$ cat config.mk
export PLATFORM = sky130hd
export DESIGN_NAME = alu_nibble_seq_flat
export DESIGN_NICKNAME = d
export VERILOG_FILES = /design/src/rtl/alu_nibble_seq_pkg.sv /design/src/rtl/alu_nibble_seq_if.sv /design/src/rtl/alu_nibble_seq_nibble_add4.sv /design/src/rtl/alu_nibble_seq.sv /design/src/flat_wrapper.sv
export SDC_FILE = /design/constraint.sdc
export NUM_CORES = 1
export LEC_CHECK = 0
export ABC_AREA = 1
export BUFFER_PORTS_ARGS = -buffer_cell sky130_fd_sc_hd__buf_2
export CORE_MARGIN = 4
export CORE_UTILIZATION = 60
export DETAILED_ROUTE_END_ITERATION = 16
export GPL_TIMING_DRIVEN = 0
export PLACE_DENSITY = 0.93
export SYNTH_ARGS = -nofsm -noshare
export SYNTH_HDL_FRONTEND = slang
export SYNTH_SLANG_ARGS = --single-unit
export TNS_END_PERCENT = 30
$ cat constraint.sdc
create_clock -name clk -period 7.4 [get_ports clk]
set_input_delay 1.48 -clock clk [delete_from_list [all_inputs] [get_ports clk]]
set_output_delay 1.48 -clock clk [all_outputs]
set_load 0.02 [all_outputs]
$ cat src/rtl/alu_nibble_seq_pkg.sv
// Shared types and sizes for the nibble-serial 16-bit adder (alu_nibble_seq).
package alu_seq_pkg;

  localparam int W     = 16;
  localparam int NIB   = W / 4;
  localparam int CNT_W = 2;

  typedef enum logic [1:0] {
    IDLE = 2'd0,
    RUN  = 2'd1,
    DONE = 2'd2
  } state_e;

endpackage

$ cat src/rtl/alu_nibble_seq_if.sv
// Operand/result handshake bundle for alu_nibble_seq.
// The sub signal exists only when ALU_SEQ_SUB_EN is defined.
interface alu_nibble_seq_if;
  import alu_seq_pkg::*;

  logic         in_valid;
  logic         in_ready;
  logic [W-1:0] a;
  logic [W-1:0] b;
`ifdef ALU_SEQ_SUB_EN
  logic         sub;
`endif
  logic         out_valid;
  logic         out_ready;
  logic [W-1:0] s;
  logic         sign;
  logic         zero;
  logic         carry;
  logic         parity;
  logic         overflow;

  modport master (
`ifdef ALU_SEQ_SUB_EN
    output sub,
`endif
    output in_valid, a, b, out_ready,
    input  in_ready, out_valid, s, sign, zero, carry, parity, overflow
  );

  modport slave (
`ifdef ALU_SEQ_SUB_EN
    input  sub,
`endif
    input  in_valid, a, b, out_ready,
    output in_ready, out_valid, s, sign, zero, carry, parity, overflow
  );

endinterface

$ cat src/rtl/alu_nibble_seq_nibble_add4.sv
// Combinational 4-bit adder slice with carry in/out; the only adder in alu_nibble_seq.
module nibble_add4 (
  input  logic [3:0] a,
  input  logic [3:0] b,
  input  logic       cin,
  output logic [3:0] s,
  output logic       cout
);

  logic [4:0] sum;

  assign sum  = {1'b0, a} + {1'b0, b} + {4'b0000, cin};
  assign s    = sum[3:0];
  assign cout = sum[4];

endmodule

$ cat src/rtl/alu_nibble_seq.sv
// 16-bit add (optionally subtract, ALU_SEQ_SUB_EN) computed LSB-first in four
// passes through one shared 4-bit slice, with registered result flags.
module alu_nibble_seq
  import alu_seq_pkg::*;
(
  input logic             clk,
  input logic             rst_n,
  alu_nibble_seq_if.slave bus
);

  localparam logic [1:0] S_IDLE = IDLE;
  localparam logic [1:0] S_RUN  = RUN;
  localparam logic [1:0] S_DONE = DONE;
  localparam logic [CNT_W-1:0] LAST_NIB = CNT_W'(NIB - 1);

  logic [1:0]       state;
  logic [CNT_W-1:0] nib_cnt;
  logic             carry_reg;
  logic [W-1:0]     a_reg;
  logic [W-1:0]     b_reg;
  logic [W-1:0]     s_reg;
  logic             sign_reg;
  logic             zero_reg;
  logic             carry_flag;
  logic             parity_reg;
  logic             ovf_reg;

  logic             take;
  logic             sub_req;
  logic [3:0]       slice_a;
  logic [3:0]       slice_b;
  logic [3:0]       slice_s;
  logic             slice_cout;
  logic [W-1:0]     s_next;

  function automatic logic parity_even(input logic [W-1:0] v);
    return ~^v;
  endfunction

  function automatic logic add_overflow(input logic a_msb, input logic b_msb,
                                        input logic s_msb);
    return (a_msb & b_msb & ~s_msb) | (~a_msb & ~b_msb & s_msb);
  endfunction

`ifdef ALU_SEQ_SUB_EN
  assign sub_req = bus.sub;
`else
  assign sub_req = 1'b0;
`endif

  assign take = bus.in_valid && (state == S_IDLE);

  // b_reg already holds the inverted operand when subtracting
  assign slice_a = a_reg[{nib_cnt, 2'b00} +: 4];
  assign slice_b = b_reg[{nib_cnt, 2'b00} +: 4];

  nibble_add4 u_slice (
    .a    (slice_a),
    .b    (slice_b),
    .cin  (carry_reg),
    .s    (slice_s),
    .cout (slice_cout)
  );

  always_comb begin
    s_next = s_reg;
    s_next[{nib_cnt, 2'b00} +: 4] = slice_s;
  end

  always_ff @(posedge clk or negedge rst_n) begin
    if (!rst_n) begin
      state      <= S_IDLE;
      nib_cnt    <= '0;
      carry_reg  <= 1'b0;
      a_reg      <= '0;
      b_reg      <= '0;
      s_reg      <= '0;
      sign_reg   <= 1'b0;
      zero_reg   <= 1'b0;
      carry_flag <= 1'b0;
      parity_reg <= 1'b0;
      ovf_reg    <= 1'b0;
    end else begin
      case (state)
        S_IDLE: begin
          if (take) begin
            a_reg     <= bus.a;
            b_reg     <= sub_req ? ~bus.b : bus.b;
            carry_reg <= sub_req;
            nib_cnt   <= '0;
            state     <= S_RUN;
          end
        end
        S_RUN: begin
          s_reg     <= s_next;
          carry_reg <= slice_cout;
          nib_cnt   <= nib_cnt + 1'b1;
          if (nib_cnt == LAST_NIB) begin
            sign_reg   <= s_next[W-1];
            zero_reg   <= ~|s_next;
            carry_flag <= slice_cout;
            parity_reg <= parity_even(s_next);
            ovf_reg    <= add_overflow(a_reg[W-1], b_reg[W-1], s_next[W-1]);
            state      <= S_DONE;
          end
        end
        S_DONE: begin
          if (bus.out_ready) begin
            state <= S_IDLE;
          end
        end
        default: state <= S_IDLE;
      endcase
    end
  end

  assign bus.in_ready  = (state == S_IDLE);
  assign bus.out_valid = (state == S_DONE);
  assign bus.s         = s_reg;
  assign bus.sign      = sign_reg;
  assign bus.zero      = zero_reg;
  assign bus.carry     = carry_flag;
  assign bus.parity    = parity_reg;
  assign bus.overflow  = ovf_reg;

endmodule

$ cat src/flat_wrapper.sv
// flat-port wrapper written by rule: the top's interface ports become plain ports
module alu_nibble_seq_flat import alu_seq_pkg::*;
  (clk, rst_n, bus_in_valid, bus_a, bus_b, bus_out_ready, bus_in_ready, bus_out_valid, bus_s, bus_sign, bus_zero, bus_carry, bus_parity, bus_overflow);
  alu_nibble_seq_if bus_i ();
  input logic clk;
  input logic rst_n;
  input wire logic [$bits(bus_i.in_valid)-1:0] bus_in_valid;
  input wire logic [$bits(bus_i.a)-1:0] bus_a;
  input wire logic [$bits(bus_i.b)-1:0] bus_b;
  input wire logic [$bits(bus_i.out_ready)-1:0] bus_out_ready;
  output wire logic [$bits(bus_i.in_ready)-1:0] bus_in_ready;
  output wire logic [$bits(bus_i.out_valid)-1:0] bus_out_valid;
  output wire logic [$bits(bus_i.s)-1:0] bus_s;
  output wire logic [$bits(bus_i.sign)-1:0] bus_sign;
  output wire logic [$bits(bus_i.zero)-1:0] bus_zero;
  output wire logic [$bits(bus_i.carry)-1:0] bus_carry;
  output wire logic [$bits(bus_i.parity)-1:0] bus_parity;
  output wire logic [$bits(bus_i.overflow)-1:0] bus_overflow;
  assign bus_i.in_valid = bus_in_valid;
  assign bus_i.a = bus_a;
  assign bus_i.b = bus_b;
  assign bus_i.out_ready = bus_out_ready;
  assign bus_in_ready = bus_i.in_ready;
  assign bus_out_valid = bus_i.out_valid;
  assign bus_s = bus_i.s;
  assign bus_sign = bus_i.sign;
  assign bus_zero = bus_i.zero;
  assign bus_carry = bus_i.carry;
  assign bus_parity = bus_i.parity;
  assign bus_overflow = bus_i.overflow;
  alu_nibble_seq u_core (.clk(clk), .rst_n(rst_n), .bus(bus_i));
endmodule
### Yosys cells after proc, flatten, opt, wreduce, memory -nomap -nowiden

Cells that the tools add are included.
W data, S select, Z words.

| storage, ports and cells | value |
|---|---|
| flip-flop bits (word level) | 58 |
| bits of input ports | 36 |
| output and inout bits | 23 |
| logic and storage cells | 52 |

| cells by class | value |
|---|---|
| add/subtract/negate cells | 4 |
| equality and inequality tests | 6 |
| shift operators | 4 |
| multiplexer cells | 9 |
| bitwise logic cells | 8 |
| reduce and logical (&&, ||, !) cells | 10 |

Operator list:

| operator | count |
|---|---|
| $shiftx A16 B5 Y4 | 2 |
| $bwmux W16 | 1 |
| $reduce_or A16 Y1 | 1 |
| $reduce_xnor A16 Y1 | 1 |
| $shift A4 B6 Y16 const A | 1 |
| $shiftx A4 B6 Y16 | 1 |
| $mux W2 | 4 |
| $neg A4 Y6 | 1 |
| $pmux W2 S3 | 1 |
| $reduce_and A2 Y1 | 3 |
| $add A4 B4 Y5 | 1 |
| $add A5 B1 Y5 | 1 |
| $and A1 B1 Y1 | 4 |
| $eq A2 B2 Y1 const B | 2 |
| $ne A2 B1 Y1 const B | 2 |
| $pmux W2 S2 | 1 |
| $not A1 Y1 | 3 |
| $reduce_and A3 Y1 | 1 |
| $add A2 B1 Y2 const B | 1 |
| $eq A2 B1 Y1 const B | 1 |
| $logic_not A2 Y1 | 1 |
| $ne A2 B2 Y1 const B | 1 |
| $pmux W1 S2 | 1 |
| $reduce_bool A2 Y1 | 1 |
| other kinds (4) | 4 |

### Longest topological paths before layout

Gate-level depths: netlist of run 1.

| logic depth | value |
|---|---|
| word-level depth | 8 |
| mapped depth | 26 |
| mapped depth without buffers | 24 |

### Modules after synthesis

A second synthesis of run 1 with hierarchy kept.

| second synthesis, totals | value |
|---|---|
| cell total of the unflattened synthesis | 371 |
| area, all modules | 3325.7 µm² |

By module, submodules not included:

| module | times used | cells each | area an instance (µm²) | sequential area each (µm²) |
|---|---|---|---|---|
| alu_nibble_seq | 1 | 346 | 3160.5 | 1451.4 |
| nibble_add4 | 1 | 25 | 165.2 | 0.0 |

### Worst setup path after synthesis of run 1

Ideal clock, no wire load.

| timing path | value |
|---|---|
| path type | reg-to-reg |
| start point | reg u_core.nib_cnt[0] |
| end point | reg u_core.parity_reg, in the netlist u_core.bus.parity |
| library setup time | 117 ps |
| arrival time | 3509 ps |
| data required time | 7283 ps |
| slack | 3774 ps |
| cell stages (with the launch flop) | 24 |
| buffers on the path | 2 |
| clock period less this slack | 3626 ps |
| cell sequence | dfrtp_1 > inv_1 > clkbuf_1 > buf_2 > nor2_1 > o22ai_1 > fa_1 > inv_1 > fa_1 > nand2_1 > nand2_1 > nor2_1 > nand2_1 > o22ai_1 > inv_1 > ha_1 > xor2_1 > or2_2 > nand3_1 > nand2_1 > inv_1 > nand3_1 > nand3_1 > nand2_1 |

| on the way | value |
|---|---|
| longest elaborated chain between the ends | 6 |
| elaborated cells on any way between the ends | 11 |
| classes of those cells | add/sub (3); eq/ne (1); shift (4); mux (1); reduce/logical (2) |

RTL lines:

| what | line | text |
|---|---|---|
| start: declaration | alu_nibble_seq.sv:17 | `logic [CNT_W-1:0] nib_cnt;` |
| start signal: assignment | alu_nibble_seq.sv:97 | `nib_cnt <= nib_cnt + 1'b1;` |
| $shiftx A16 B5 Y4 (on tied branches) | alu_nibble_seq.sv:54, alu_nibble_seq.sv:55 |  |
| $add A4 B4 Y5 | alu_nibble_seq_nibble_add4.sv:12 | `assign sum = {1'b0, a} + {1'b0, b} + {4'b0000, cin};` |
| $add A5 B1 Y5 | alu_nibble_seq_nibble_add4.sv:12 |  |
| $shiftx A4 B6 Y16 | alu_nibble_seq.sv:67 | `s_next[{nib_cnt, 2'b00} +: 4] = slice_s;` |
| $bwmux W16 | alu_nibble_seq.sv:67 |  |
| $reduce_xnor A16 Y1 | alu_nibble_seq.sv:37 | `return ~^v;` |
| end signal: assignment | alu_nibble_seq.sv:102 | `parity_reg <= parity_even(s_next);` |
| end: declaration | alu_nibble_seq.sv:25 | `logic parity_reg;` |

Several ways; a longest one is shown, not always the timed one.
A chain may end at the register's enable or synchronous reset.

### Worst setup path in the final report of run 1

Same ends and word-level chain as after synthesis.

==> impl_metrics.prom, run 1 <==
# TYPE chip_impl_metric gauge
chip_impl_info{name="outcome",value="finished, final reports clean"} 1
chip_impl_metric{name="power.static_leakage",unit="nW"} 1.98
chip_impl_metric{name="groute.usage.overall",unit=""} 0.247
chip_impl_info{name="critPathLaunch",value="u_core.nib_cnt[0]$_DFFE_PN0P_"} 1
chip_impl_metric{name="die_width",unit="um"} 80.3
chip_impl_metric{name="rr_worst_depth",unit=""} 24
chip_impl_metric{name="stdcell_count",unit=""} 559
chip_impl_metric{name="mappedNetlistArea",unit="um2"} 3140
chip_impl_metric{name="timing.critical_path.fanout_max",unit=""} 12
chip_impl_metric{name="timing.final.crit_share",unit=""} 0.611
chip_impl_metric{name="regToRegSetupSlack",unit="ns"} 2.88
chip_impl_metric{name="synth.area.mux_share",unit=""} 0
chip_impl_info{name="clockRootBuffer",value="clkbuf_8"} 1
chip_impl_metric{name="cts_num_sinks",unit=""} 58
chip_impl_metric{name="cts_hold_buf",unit=""} 0
chip_impl_metric{name="report.final.slew_viol_count",unit=""} 0
chip_impl_metric{name="timing.fmax",unit="GHz"} 0.221
chip_impl_metric{name="arrival",unit="ns"} 4.80
chip_impl_info{name="end_point_of_the_worst_hold_path",value="u_core.a_reg[7]$_DFFE_PN0P_"} 1
chip_impl_metric{name="clock_path_buffers",unit=""} 2
chip_impl_metric{name="cts.repair.resized",unit=""} 0
chip_impl_metric{name="vdd_drop_max",unit="mV"} 0.259
chip_impl_metric{name="setup_violations",unit=""} 0
chip_impl_metric{name="post_synth_and_or_nand_nor_area_fraction",unit=""} 0.253
chip_impl_metric{name="avgViaCountPerCell",unit=""} 5.30
chip_impl_metric{name="finalWorstSetupSlack",unit="ns"} 2.88
chip_impl_metric{name="floorplan.initialDensity",unit=""} 0.619
chip_impl_info{name="holdCritStartpoint",value="u_core.a_reg[7]$_DFFE_PN0P_"} 1
chip_impl_metric{name="gp_congestion",unit=""} 0.911
chip_impl_metric{name="firstDrtPassIters",unit=""} 5
chip_impl_metric{name="fp.dieArea",unit="um2"} 6450
chip_impl_metric{name="h_tree_levels",unit=""} 3
chip_impl_metric{name="postRouteAntennaNets",unit=""} 0
chip_impl_metric{name="synthesized_area_fraction_occupied_by_ao_oa_aoi_and_oai_cells",unit=""} 0.112
chip_impl_metric{name="hold_violations",unit=""} 0
chip_impl_metric{name="clk_latency",unit="ns"} 0.34
chip_impl_metric{name="antenna_found_initial",unit=""} 0
chip_impl_metric{name="globalRouteOverflowTotal",unit=""} 0
chip_impl_metric{name="maxCapViolCount",unit=""} 0
chip_impl_metric{name="drt_wl_total",unit="mm"} 7.42
chip_impl_metric{name="detail_route.wl_per_cell",unit="um"} 13.3
chip_impl_metric{name="violation_count_after_the_first_detailed_routing_iteration",unit=""} 264
chip_impl_info{name="timing.rr.start",value="u_core.nib_cnt[0]$_DFFE_PN0P_"} 1
chip_impl_metric{name="rows",unit=""} 26
chip_impl_metric{name="detailroute.via_count",unit=""} 2962
chip_impl_info{name="worst_r2r_endpoint",value="u_core.bus.parity$_DFFE_PN0P_"} 1
chip_impl_metric{name="design.final.nets",unit=""} 538
chip_impl_metric{name="floorplan.die.height",unit="um"} 80.3
chip_impl_metric{name="mean_syn_cell_area",unit="um2"} 7.56
chip_impl_metric{name="detailedPlacementHpwl",unit="mm"} 5.38
chip_impl_metric{name="syn2layout_area_growth",unit="%"} 18.0
chip_impl_metric{name="ys_types",unit=""} 25
chip_impl_info{name="critPathLaunchType",value="flip-flop"} 1
chip_impl_metric{name="grt_pass1_wl",unit="mm"} 12.2
chip_impl_metric{name="synth_xor_xnor_area_share",unit=""} 0.0112
chip_impl_info{name="synth_flop_cell",value="dfrtp_1"} 1
chip_impl_info{name="cp-end-kind",value="flip-flop"} 1
chip_impl_metric{name="detailedPlace.worstSlack",unit="ns"} 3.07
chip_impl_metric{name="cts.clk_slew.worst_paths",unit="ns"} 0.06
chip_impl_metric{name="placedCellCount",unit=""} 543
chip_impl_metric{name="first_global_vias",unit=""} 2826
chip_impl_metric{name="worst_pin_slew",unit="ns"} 0.697
chip_impl_metric{name="remaining_drc_errors",unit=""} 0
chip_impl_metric{name="grt_start_max_net_pins",unit=""} 59
chip_impl_metric{name="core_area",unit="um2"} 5070
chip_impl_metric{name="design.portCount",unit=""} 59
chip_impl_info{name="path_class",value="reg2reg"} 1
chip_impl_metric{name="worst-endpoint-required",unit="ns"} 7.68
chip_impl_metric{name="clock_skew",unit="ns"} 0.00661
chip_impl_info{name="layout_commonest_cell",value="nand2_1"} 1
chip_impl_metric{name="placement.io_buffers",unit=""} 58
chip_impl_metric{name="insertedDiodeCount",unit=""} 0
chip_impl_metric{name="min_path_cells",unit=""} 2
chip_impl_metric{name="final_util",unit=""} 0.730
chip_impl_metric{name="number_of_synthesized_flops_with_an_enable_pin",unit=""} 0
chip_impl_metric{name="post-cts-setup-buffer-count",unit=""} 0
chip_impl_metric{name="ys_async_sr_fraction",unit=""} 1.00
chip_impl_info{name="yosys-top-cells-area",value="dfrtp_1 (46%), nand2_1 (19%), o21ai_0 (6.5%), ha_1 (6.4%), inv_1 (6.3%)"} 1
chip_impl_metric{name="areal_power_density_over_the_cells",unit="nW/um2"} 523
chip_impl_metric{name="post_synth_fa_ha_maj_area_fraction",unit=""} 0.0765
chip_impl_metric{name="ys_seq_area_frac",unit=""} 0.462
chip_impl_info{name="final_cell_mix",value="nand2_1 (160), buf_2 (61), dfrtp_1 (58)"} 1
chip_impl_metric{name="tns",unit="ns"} 0
chip_impl_metric{name="syn_nets",unit=""} 469
chip_impl_info{name="rsz_0062_raised_after_global_routing",value="no"} 1
chip_impl_info{name="dominant_combinational_cell_family_by_area_after_synthesis",value="simple AND/OR/NAND/NOR gates"} 1
chip_impl_metric{name="drive_above_1_share",unit=""} 0.166
chip_impl_metric{name="relSlewSlack",unit=""} 0.535
chip_impl_metric{name="yosysWarningCount",unit=""} 0
chip_impl_metric{name="syn_inst",unit=""} 415
chip_impl_metric{name="layout_min_cycle_time",unit="ns"} 4.52
chip_impl_metric{name="postSynthRegisterBits",unit=""} 58
chip_impl_info{name="synth_area_leader_cell",value="dfrtp_1"} 1
chip_impl_metric{name="tritoncts.num_buffers",unit=""} 9
chip_impl_info{name="cts_tree",value="yes"} 1
chip_impl_info{name="min_path_type",value="reg2reg"} 1
chip_impl_metric{name="netlist.area_leader.share",unit=""} 0.462
## cell usage after synthesis, types with 3 or more instances
cell type,count
nand2_1,160
dfrtp_1,58
inv_1,53
o21ai_0,41
nor2_1,24
ha_1,16
o22ai_1,13
clkbuf_1,10
nand3_1,9
a21oi_1,4
buf_2,4
inv_2,3
nand4_1,3
## final cells by class
type	count	area, um2
Buffer	14	57.6
Clock buffer	15	176
Tap cell	70	87.6
Multi-Input combinational cell	287	1420
Timing Repair Buffer	58	293
Clock inverter	1	7.51
Sequential cell	58	1450
Inverter	56	210
Fill cell	385	1370
## logic make-up after synthesis
| logic type | Yosys count |
|---|---|
| AOI/OAI and AO/OA | 64 |
| buffers and inverters | 70 |
| adders and majority gates | 18 |
| and+or+nand+nor | 201 |
| xor gates and xnor gates | 4 |
| DFF | 58 |
## per-stage QoR
step | instance area (um2) | power (mW) | hold WS (ns)
6_report | 3700 | 1.94 | 0.480
5_1_grt | 3700 | 2.10 | 0.504
4_1_cts | 3700 | 1.91 | 0.478
3_5_place_dp | 3520 | 1.62 | 0.461
3_3_place_gp | 3520 | 1.56 | 0.457
2_1_floorplan | 3140 | 1.32 | 0.444
## report_power, final
group	switching [mW]	internal, mW	leakage [nW]
combinational	0.743	0.381	1.15
clock	0.120	0.149	0.0900
sequential	0.0939	0.449	0.745
total	0.956	0.980	1.98
## worst max-delay path by stage
stage | endpoint | slack (ns)
after floorplan | u_core.bus.parity$_DFFE_PN0P_ | 3.77
after global placement | u_core.bus.parity$_DFFE_PN0P_ | 3.20
after detailed placement | u_core.bus.parity$_DFFE_PN0P_ | 3.07
after CTS | u_core.bus.parity$_DFFE_PN0P_ | 3.02
after global routing | u_core.bus.parity$_DFFE_PN0P_ | 2.64
final | u_core.bus.parity$_DFFE_PN0P_ | 2.88
## worst max-delay path: stages (launching register included)
cell and delay [ns]:
dfrtp_1 0.49, inv_1 0.12, clkbuf_1 0.39, buf_2 0.34, nor2_1 0.08, o22ai_1 0.25, fa_1 0.27, inv_1 0.07
fa_1 0.38, nand2_1 0.09, nand2_1 0.08, nor2_1 0.23, nand2_1 0.14, o22ai_1 0.18, inv_1 0.07, ha_1 0.30
xor2_1 0.18, or2_2 0.30, nand2_1 0.08, nand2_1 0.05, nand2_1 0.10, inv_1 0.05, nand3_1 0.07, nand3_1 0.08
nand2_1 0.07
## layer usage
metal  vias to the layer above  track usage  routed length (um)
met4                         0        0.144                 274
met5                         -            0                   0
met1                      1335        0.296                3060
met2                       149        0.415                3570
met3                        33       0.0426                 518
li1                       1445            -                   -
(Power assumes the default switching activity.)
==> run 2: changes to the inputs <==
--- a/config.mk
+++ b/config.mk
@@ -8,10 +8,10 @@
 export ABC_AREA = 1
 export BUFFER_PORTS_ARGS = -buffer_cell sky130_fd_sc_hd__buf_2
 export CORE_MARGIN = 4
-export CORE_UTILIZATION = 60
+export CORE_UTILIZATION = 55
 export DETAILED_ROUTE_END_ITERATION = 16
 export GPL_TIMING_DRIVEN = 0
-export PLACE_DENSITY = 0.93
+export PLACE_DENSITY = 0.87
 export SYNTH_ARGS = -nofsm -noshare
 export SYNTH_HDL_FRONTEND = slang
 export SYNTH_SLANG_ARGS = --single-unit
==> constraint.sdc (replaced) <==
create_clock -name clk -period 4.2 [get_ports clk]
set_input_delay 0.84 -clock clk [delete_from_list [all_inputs] [get_ports clk]]
set_output_delay 0.84 -clock clk [all_outputs]
set_load 0.02 [all_outputs]
==> run 2 against run 1 <==
Hold slack is essentially flat. Core utilization shrank 5.3 points. Critical path depth shrank 2. Clock skew grew 0.0017 ns. Flip-flop and latch count is the same. Sequential share of layout area shrank 0.20 points. Global-route usage shrank 3.0 points. Sequential power grew 77%. Die area grew 8.2%. Final cell count grew 0.72%. Critical path type unchanged. Largest cell class unchanged. Largest power group unchanged. Highest routed layer unchanged.
==> impl_metrics.prom, run 2 (synthesis gave the netlist of run 1 again) <==
# TYPE chip_impl_metric gauge
chip_impl_info{name="timing.rr.start",value="u_core.nib_cnt[0]$_DFFE_PN0P_"} 1
chip_impl_metric{name="firstDrtPassIters",unit=""} 4
chip_impl_metric{name="worst_pin_slew",unit="ns"} 0.710
chip_impl_metric{name="rows",unit=""} 27
chip_impl_metric{name="min_path_cells",unit=""} 2
chip_impl_metric{name="core_area",unit="um2"} 5510
chip_impl_metric{name="grt_use_met3",unit=""} 0.0563
chip_impl_metric{name="p_comb_frac",unit=""} 0.581
chip_impl_info{name="cp-end-kind",value="flip-flop"} 1
chip_impl_metric{name="remaining_drc_errors",unit=""} 0
chip_impl_metric{name="cts.clk_slew.worst_paths",unit="ns"} 0.06
chip_impl_metric{name="clock_path_buffers",unit=""} 2
chip_impl_info{name="critPathLaunchType",value="flip-flop"} 1
chip_impl_metric{name="gp_congestion",unit=""} 0.895
chip_impl_metric{name="crit_cells",unit=""} 22
chip_impl_metric{name="timing.final.crit_share",unit=""} 0.943
chip_impl_info{name="holdCritStartpoint",value="u_core.a_reg[9]$_DFFE_PN0P_"} 1
chip_impl_metric{name="detailedPlacementHpwl",unit="mm"} 5.43
chip_impl_metric{name="cp.buffers_inverters",unit=""} 5
chip_impl_metric{name="syn2layout_area_growth",unit="%"} 18.8
chip_impl_metric{name="worst-endpoint-required",unit="ns"} 4.43
chip_impl_metric{name="floorplan.initialDensity",unit=""} 0.570
chip_impl_metric{name="first_global_vias",unit=""} 2802
chip_impl_metric{name="design.final.nets",unit=""} 541
chip_impl_info{name="path_class",value="reg2reg"} 1
chip_impl_metric{name="cp_slowest_stage_delay",unit="ns"} 0.48
chip_impl_metric{name="layout_min_cycle_time",unit="ns"} 3.96
chip_impl_metric{name="globalRouteOverflowTotal",unit=""} 0
chip_impl_metric{name="cts_num_sinks",unit=""} 58
chip_impl_info{name="final_cell_mix",value="nand2_1 (160), buf_2 (62), dfrtp_1 (56)"} 1
chip_impl_metric{name="grt_pass1_wl",unit="mm"} 12.3
chip_impl_metric{name="detailroute.via_count",unit=""} 2929
chip_impl_metric{name="drive_above_1_share",unit=""} 0.183
chip_impl_info{name="layout_commonest_cell",value="nand2_1"} 1
chip_impl_metric{name="placement.io_buffers",unit=""} 58
chip_impl_metric{name="tritoncts.num_buffers",unit=""} 9
chip_impl_metric{name="avgViaCountPerCell",unit=""} 5.20
chip_impl_metric{name="insertedDiodeCount",unit=""} 0
chip_impl_info{name="cp_cell_sequence",value="clkinvlp_4 > buf_2 > nor2_1 > o22ai_1 > fa_1 > inv_1 > fa_1 > nand2_1 > nand2_1 > nor2_1 > nand2_1 > o22ai_1 > inv_1 > ha_1 > xor2_1 > or2_2 > nand3_1 > nand2_1 > inv_1 > nand3_1 > nand3_1 > nand2_1"} 1
chip_impl_metric{name="violation_count_after_the_first_detailed_routing_iteration",unit=""} 156
chip_impl_metric{name="gr-usage-met2",unit=""} 0.363
chip_impl_info{name="cp_slowest_cell",value="dfrtp_2"} 1
chip_impl_metric{name="power_switching_share",unit=""} 0.488
chip_impl_metric{name="switching_power",unit="mW"} 1.64
chip_impl_metric{name="clk_latency",unit="ns"} 0.34
chip_impl_metric{name="detail_route.wl_per_cell",unit="um"} 13.0
chip_impl_metric{name="hold_violations",unit=""} 0
chip_impl_metric{name="clock_skew",unit="ns"} 0.00830
chip_impl_metric{name="report.final.slew_viol_count",unit=""} 0
chip_impl_metric{name="totalPowerFinal",unit="mW"} 3.37
chip_impl_metric{name="final_util",unit=""} 0.677
chip_impl_metric{name="grt_start_max_net_pins",unit=""} 59
chip_impl_metric{name="power.static_leakage",unit="nW"} 1.99
chip_impl_metric{name="fp.dieArea",unit="um2"} 6980
chip_impl_info{name="outcome",value="finished, final reports clean"} 1
chip_impl_metric{name="h_tree_levels",unit=""} 3
chip_impl_metric{name="die_width",unit="um"} 83.6
chip_impl_info{name="critPathTopFamily",value="simple AND/OR/NAND/NOR gates"} 1
chip_impl_metric{name="floorplan.die.height",unit="um"} 83.6
chip_impl_metric{name="antenna_found_initial",unit=""} 0
chip_impl_metric{name="timing.fmax",unit="GHz"} 0.252
chip_impl_metric{name="cell_internal_pwr",unit="mW"} 1.73
chip_impl_info{name="critPathLaunch",value="u_core.nib_cnt[0]$_DFFE_PN0P_"} 1
chip_impl_metric{name="postRouteAntennaNets",unit=""} 0
chip_impl_metric{name="power.share.sequential",unit=""} 0.285
chip_impl_metric{name="cts_hold_buf",unit=""} 0
chip_impl_metric{name="setup_violations",unit=""} 0
chip_impl_metric{name="drt_wl_total",unit="mm"} 7.31
chip_impl_info{name="grt_busiest_layer",value="met2"} 1
chip_impl_metric{name="groute.usage.overall",unit=""} 0.216
chip_impl_info{name="min_path_type",value="reg2reg"} 1
chip_impl_metric{name="design.portCount",unit=""} 59
chip_impl_info{name="cts_tree",value="yes"} 1
chip_impl_metric{name="maxCapViolCount",unit=""} 0
chip_impl_metric{name="arrival",unit="ns"} 4.19
chip_impl_metric{name="vdd_drop_max",unit="mV"} 0.420
chip_impl_metric{name="timing.critical_path.fanout_max",unit=""} 12
chip_impl_metric{name="met1_layer_usage_reported_by_global_route",unit=""} 0.268
chip_impl_metric{name="relSlewSlack",unit=""} 0.526
chip_impl_info{name="clockRootBuffer",value="clkbuf_8"} 1
chip_impl_metric{name="areal_power_density_over_the_cells",unit="nW/um2"} 904
chip_impl_metric{name="rr_worst_depth",unit=""} 22
chip_impl_info{name="crit_top_cell",value="nand2_1"} 1
chip_impl_metric{name="share_clk_of_total_power",unit=""} 0.134
-- run 2: cell types whose count changed in the layout (fill, tap and decap cells not counted), sizes merged --
cell      delta
buf          +5
clkbuf       -4
clkinv       +1
clkinvlp     +1
inv          -1
-- run 2: per-stage QoR --
step | cell area (um2) | TNS, ns | hold WS [ns] | std cells | setup slack [ns]
6_report | 3730 | 0 | 0.480 | 563 | 0.238
5_1_grt | 3730 | -0.0436 | 0.504 | 563 | -0.0436
4_1_cts | 3690 | 0 | 0.478 | 559 | 0.0445
3_5_place_dp | 3520 | -0.0960 | 0.462 | 545 | -0.0960
3_3_place_gp | 3520 | -0.0389 | 0.457 | 545 | -0.0389
2_1_floorplan | 3140 | 0 | 0.444 | 415 | 0.574
-- run 2: path summary, 6_finish.rpt --
kind	endpoint	slack, ns
worst min-delay path	u_core.a_reg[9]$_DFFE_PN0P_	0.48
worst max register to register	u_core.bus.parity$_DFFE_PN0P_	0.24
worst min register to register	u_core.a_reg[9]$_DFFE_PN0P_	0.48
worst max-delay path	u_core.bus.parity$_DFFE_PN0P_	0.24
min in group asynchronous	u_core.bus.s[5]$_DFFE_PN0P_	0.55
max in group asynchronous	u_core.nib_cnt[1]$_DFFE_PN0P_	3.15
-- run 2: per-layer routing --
| layer | vias to the layer above | routed length, um |
|---|---|---|
| met5 | - | 0 |
| met1 | 1356 | 3110 |
| li1 | 1443 | - |
| met4 | 0 | 161 |
| met3 | 18 | 523 |
| met2 | 112 | 3520 |
-- run 2: worst reg2reg max path: stages, from the launching register on --
cell        delay [ns]
dfrtp_2           0.48
clkinvlp_4        0.15
buf_2             0.25
nor2_1            0.06
o22ai_1           0.24
fa_1              0.27
inv_1             0.07
fa_1              0.38
nand2_1           0.08
nand2_1           0.07
nor2_1            0.21
nand2_1           0.11
o22ai_1           0.19
inv_1             0.07
ha_1              0.30
xor2_1            0.17
or2_2             0.29
nand3_1           0.08
nand2_1           0.09
inv_1             0.08
nand3_1           0.08
nand3_1           0.09
nand2_1           0.05
-- run 2: power by group through the flow --
stage / sequential, mW / combinational, mW / clock [mW]
final: 0.960 / 1.96 / 0.453
after global routing: 0.986 / 2.20 / 0.488
after CTS: 0.953 / 1.91 / 0.461
after detailed placement: 0.961 / 1.89 / 0
after global placement: 0.950 / 1.82 / 0
after floorplan: 0.990 / 1.33 / 0
-- run 2: timing repair --
item / CTS / global route
pin swaps: 0 / 0
endpoints found under the setup margin: 1 / 1
gates resized for setup: 0 / 8
buffers inserted: 0 / 4
-- run 2: layout make-up --
type                    count  area (um2)
plain buffers              13        56.3
clock buffers              13         159
clock inverters             2        12.5
fillers                   456        1780
inverters                  56         214
multi-input cells         287        1420
flip-flops and latches     58        1450
well taps                  72        90.1
repair buffers             62         323
==> run 3: changes to the inputs <==
==> constraint.sdc (replaced) <==
create_clock -name clk -period 3.81 [get_ports clk]
set_input_delay 0.762 -clock clk [delete_from_list [all_inputs] [get_ports clk]]
set_output_delay 0.762 -clock clk [all_outputs]
set_load 0.02 [all_outputs]
==> run 3 against run 2 <==
Clock skew down 0.0019 ns. Flip-flop and latch count is the same. Largest power group unchanged. Hold slack got worse by 0.0018 ns. Via count up 1.9%. Combinational power increased by 21%. First-iteration DRC count rose by 37%. Die area unchanged. Highest routed layer unchanged. Count of clock-buffer cells in the layout did not move. Worst setup slack worse by 0.14 ns. Critical endpoint unchanged. Fmax rose by 6.9%. Wire length up 3.9%. Largest cell class is now multi-input gates.
==> impl_metrics.prom, run 3 (synthesis gave the netlist of run 1 again) <==
# TYPE chip_impl_metric gauge
chip_impl_metric{name="timing.final.crit_share",unit=""} 0.973
chip_impl_metric{name="detailedPlacementHpwl",unit="mm"} 5.43
chip_impl_info{name="critPathTopFamily",value="adder cells"} 1
chip_impl_metric{name="cell_internal_pwr",unit="mW"} 2.04
chip_impl_info{name="final_cell_mix",value="nand2_1 (159), buf_2 (61), dfrtp_1 (56)"} 1
chip_impl_metric{name="detailroute.via_count",unit=""} 2984
chip_impl_metric{name="violation_count_after_the_first_detailed_routing_iteration",unit=""} 214
chip_impl_metric{name="vdd_drop_max",unit="mV"} 0.477
chip_impl_metric{name="cts_num_sinks",unit=""} 58
chip_impl_info{name="crit_top_cell",value="inv_1"} 1
chip_impl_metric{name="worst_pin_slew",unit="ns"} 0.704
chip_impl_metric{name="grt_pass1_wl",unit="mm"} 12.3
chip_impl_metric{name="design.final.nets",unit=""} 548
chip_impl_metric{name="share_clk_of_total_power",unit=""} 0.127
chip_impl_metric{name="gp_congestion",unit=""} 0.895
chip_impl_metric{name="floorplan.initialDensity",unit=""} 0.570
chip_impl_metric{name="relSlewSlack",unit=""} 0.530
chip_impl_info{name="cts_tree",value="yes"} 1
chip_impl_metric{name="cts_hold_buf",unit=""} 0
chip_impl_metric{name="setup_violations",unit=""} 0
chip_impl_metric{name="arrival",unit="ns"} 3.94
chip_impl_metric{name="fillCellCount",unit=""} 436
chip_impl_metric{name="h_tree_levels",unit=""} 3
chip_impl_metric{name="multi_input_gate_area_in_the_final_layout",unit="um2"} 1460
chip_impl_info{name="outcome",value="finished, final reports clean"} 1
chip_impl_info{name="path_class",value="reg2reg"} 1
chip_impl_metric{name="timing.fmax",unit="GHz"} 0.270
chip_impl_info{name="cp-end-kind",value="flip-flop"} 1
chip_impl_metric{name="cts.clk_slew.worst_paths",unit="ns"} 0.06
chip_impl_metric{name="clock_skew",unit="ns"} 0.00636
chip_impl_metric{name="core_area",unit="um2"} 5510
chip_impl_metric{name="clock_path_buffers",unit=""} 2
chip_impl_metric{name="postRouteAntennaNets",unit=""} 0
chip_impl_metric{name="rows",unit=""} 27
chip_impl_metric{name="insertedDiodeCount",unit=""} 0
chip_impl_info{name="timing.rr.start",value="u_core.nib_cnt[0]$_DFFE_PN0P_"} 1
chip_impl_info{name="cp_cell_sequence",value="buf_2 > nor2_1 > o22ai_2 > fa_2 > inv_1 > fa_1 > nor2_1 > inv_1 > nor2_1 > inv_1 > o21ai_0 > inv_1 > ha_1 > xor2_1 > or2_2 > nand3_1 > nand2_2 > inv_1 > nand3_1 > nand3_1 > nand2_1"} 1
chip_impl_metric{name="regToRegSetupSlack",unit="ns"} 0.10
chip_impl_metric{name="worst-endpoint-required",unit="ns"} 4.04
chip_impl_info{name="layout_commonest_cell",value="nand2_1"} 1
chip_impl_metric{name="p_comb_frac",unit=""} 0.604
chip_impl_metric{name="cp.buffers_inverters",unit=""} 6
chip_impl_metric{name="floorplan.die.height",unit="um"} 83.6
chip_impl_metric{name="report.final.slew_viol_count",unit=""} 0
chip_impl_metric{name="areal_power_density_over_the_cells",unit="nW/um2"} 1030
chip_impl_metric{name="design.portCount",unit=""} 59
chip_impl_metric{name="groute.usage.overall",unit=""} 0.217
chip_impl_metric{name="maxCapViolCount",unit=""} 0
chip_impl_metric{name="power.share.sequential",unit=""} 0.269
chip_impl_metric{name="placement.io_buffers",unit=""} 58
chip_impl_metric{name="remaining_drc_errors",unit=""} 0
chip_impl_metric{name="layout_min_cycle_time",unit="ns"} 3.71
chip_impl_metric{name="power_switching_share",unit=""} 0.483
chip_impl_metric{name="hold_violations",unit=""} 0
chip_impl_metric{name="syn2layout_area_growth",unit="%"} 22.4
chip_impl_info{name="critPathLaunch",value="u_core.nib_cnt[0]$_DFFE_PN0P_"} 1
chip_impl_info{name="clockRootBuffer",value="clkbuf_8"} 1
chip_impl_metric{name="fp.dieArea",unit="um2"} 6980
chip_impl_metric{name="drt_wl_total",unit="mm"} 7.60
chip_impl_metric{name="clk_latency",unit="ns"} 0.34
chip_impl_metric{name="totalPowerFinal",unit="mW"} 3.94
chip_impl_metric{name="grt_start_max_net_pins",unit=""} 59
chip_impl_metric{name="globalRouteOverflowTotal",unit=""} 0
chip_impl_info{name="critPathLaunchType",value="flip-flop"} 1
chip_impl_info{name="cp_slowest_cell",value="dfrtp_2"} 1
chip_impl_metric{name="switching_power",unit="mW"} 1.90
chip_impl_metric{name="avgViaCountPerCell",unit=""} 5.24
chip_impl_metric{name="die_width",unit="um"} 83.6
chip_impl_metric{name="tritoncts.num_buffers",unit=""} 9
chip_impl_metric{name="detail_route.wl_per_cell",unit="um"} 13.3
chip_impl_metric{name="seq_area",unit="um2"} 1450
chip_impl_metric{name="first_global_vias",unit=""} 2813
chip_impl_metric{name="tns",unit="ns"} 0
chip_impl_metric{name="antenna_found_initial",unit=""} 0
chip_impl_info{name="min_path_type",value="in2async"} 1
chip_impl_metric{name="firstDrtPassIters",unit=""} 5
chip_impl_metric{name="drive_above_1_share",unit=""} 0.213
chip_impl_metric{name="power.static_leakage",unit="nW"} 2.05
chip_impl_metric{name="timing.critical_path.fanout_max",unit=""} 10
chip_impl_metric{name="cp_slowest_stage_delay",unit="ns"} 0.48
run 3: cell types whose count changed in the layout (fill, tap and decap cells not counted), moves of 2 or more:
cell	before	now
buf_4	5	11
buf_6	0	3
nor2_1	24	22
nor2_4	2	4
o21ai_0	41	38
o21ai_1	1	3
o22ai_1	13	10
o22ai_2	0	3
run 3: timing repair:
action | CTS | global route
buffers inserted | 0 | 11
pin swaps | 0 | 3
resized for setup | 11 | 21
endpoints found under the setup margin | 1 | 1
run 3: power groups by stage:
stage / Combinational, mW / Clock (mW) / Sequential [mW]
after CTS: 2.12 / 0.508 / 1.06
after global routing: 2.66 / 0.538 / 1.09
after floorplan: 1.47 / 0 / 1.09
final: 2.38 / 0.500 / 1.06
after global placement: 2.01 / 0 / 1.05
after detailed placement: 2.09 / 0 / 1.06
run 3: per-stage QoR:
stage / worst slack (ns) / cell area (um2) / hold slack [ns] / utilization / cells
final: 0.102 / 3840 / 0.478 / 0.698 / 570
after global routing: -0.0450 / 3840 / 0.504 / 0.698 / 570
after CTS: 0.0208 / 3700 / 0.478 / 0.673 / 559
after detailed placement: -0.486 / 3520 / 0.462 / 0.639 / 545
after global placement: -0.429 / 3520 / 0.457 / 0.639 / 545
after floorplan: 0.184 / 3140 / 0.444 / - / 415
run 3: layout make-up:
type,count,area share
Multi-Input combinational cell,287,0.381
Sequential cell,58,0.378
Timing Repair Buffer,69,0.0970
Inverter,56,0.0560
Clock buffer,13,0.0414
Tap cell,72,0.0234
Buffer,13,0.0199
Clock inverter,2,0.00326
run 3: per-layer routing:
layer | vias up | GRT usage | share of wire
met4 | 0 | 0.0833 | 0.024
met1 | 1392 | 0.268 | 0.42
met5 | - | 0 | 0
met3 | 19 | 0.0563 | 0.071
met2 | 114 | 0.364 | 0.49
li1 | 1459 | - | -
run 3: worst paths after layout:
| kind | endpoint | depth (start not counted) |
|---|---|---|
| setup / recovery | u_core.bus.parity$_DFFE_PN0P_ | 21 |
| max in group asynchronous | u_core.nib_cnt[1]$_DFFE_PN0P_ | 1 |
| min in group clk | u_core.a_reg[9]$_DFFE_PN0P_ | 2 |
| hold reg to reg | u_core.a_reg[9]$_DFFE_PN0P_ | 2 |
| setup reg to reg | u_core.bus.parity$_DFFE_PN0P_ | 21 |
| hold / removal | u_core.bus.s[5]$_DFFE_PN0P_ | 1 |
run 3: worst reg2reg max path, stage by stage, from the launching register on:
cell and delay, ns:
dfrtp_2 0.48, buf_2 0.21, nor2_1 0.16, o22ai_2 0.11, fa_2 0.42, inv_1 0.09, fa_1 0.45, nor2_1 0.11
inv_1 0.07, nor2_1 0.08, inv_1 0.06, o21ai_0 0.14, inv_1 0.08, ha_1 0.28, xor2_1 0.15, or2_2 0.29
nand3_1 0.09, nand2_2 0.07, inv_1 0.06, nand3_1 0.07, nand3_1 0.08, nand2_1 0.05
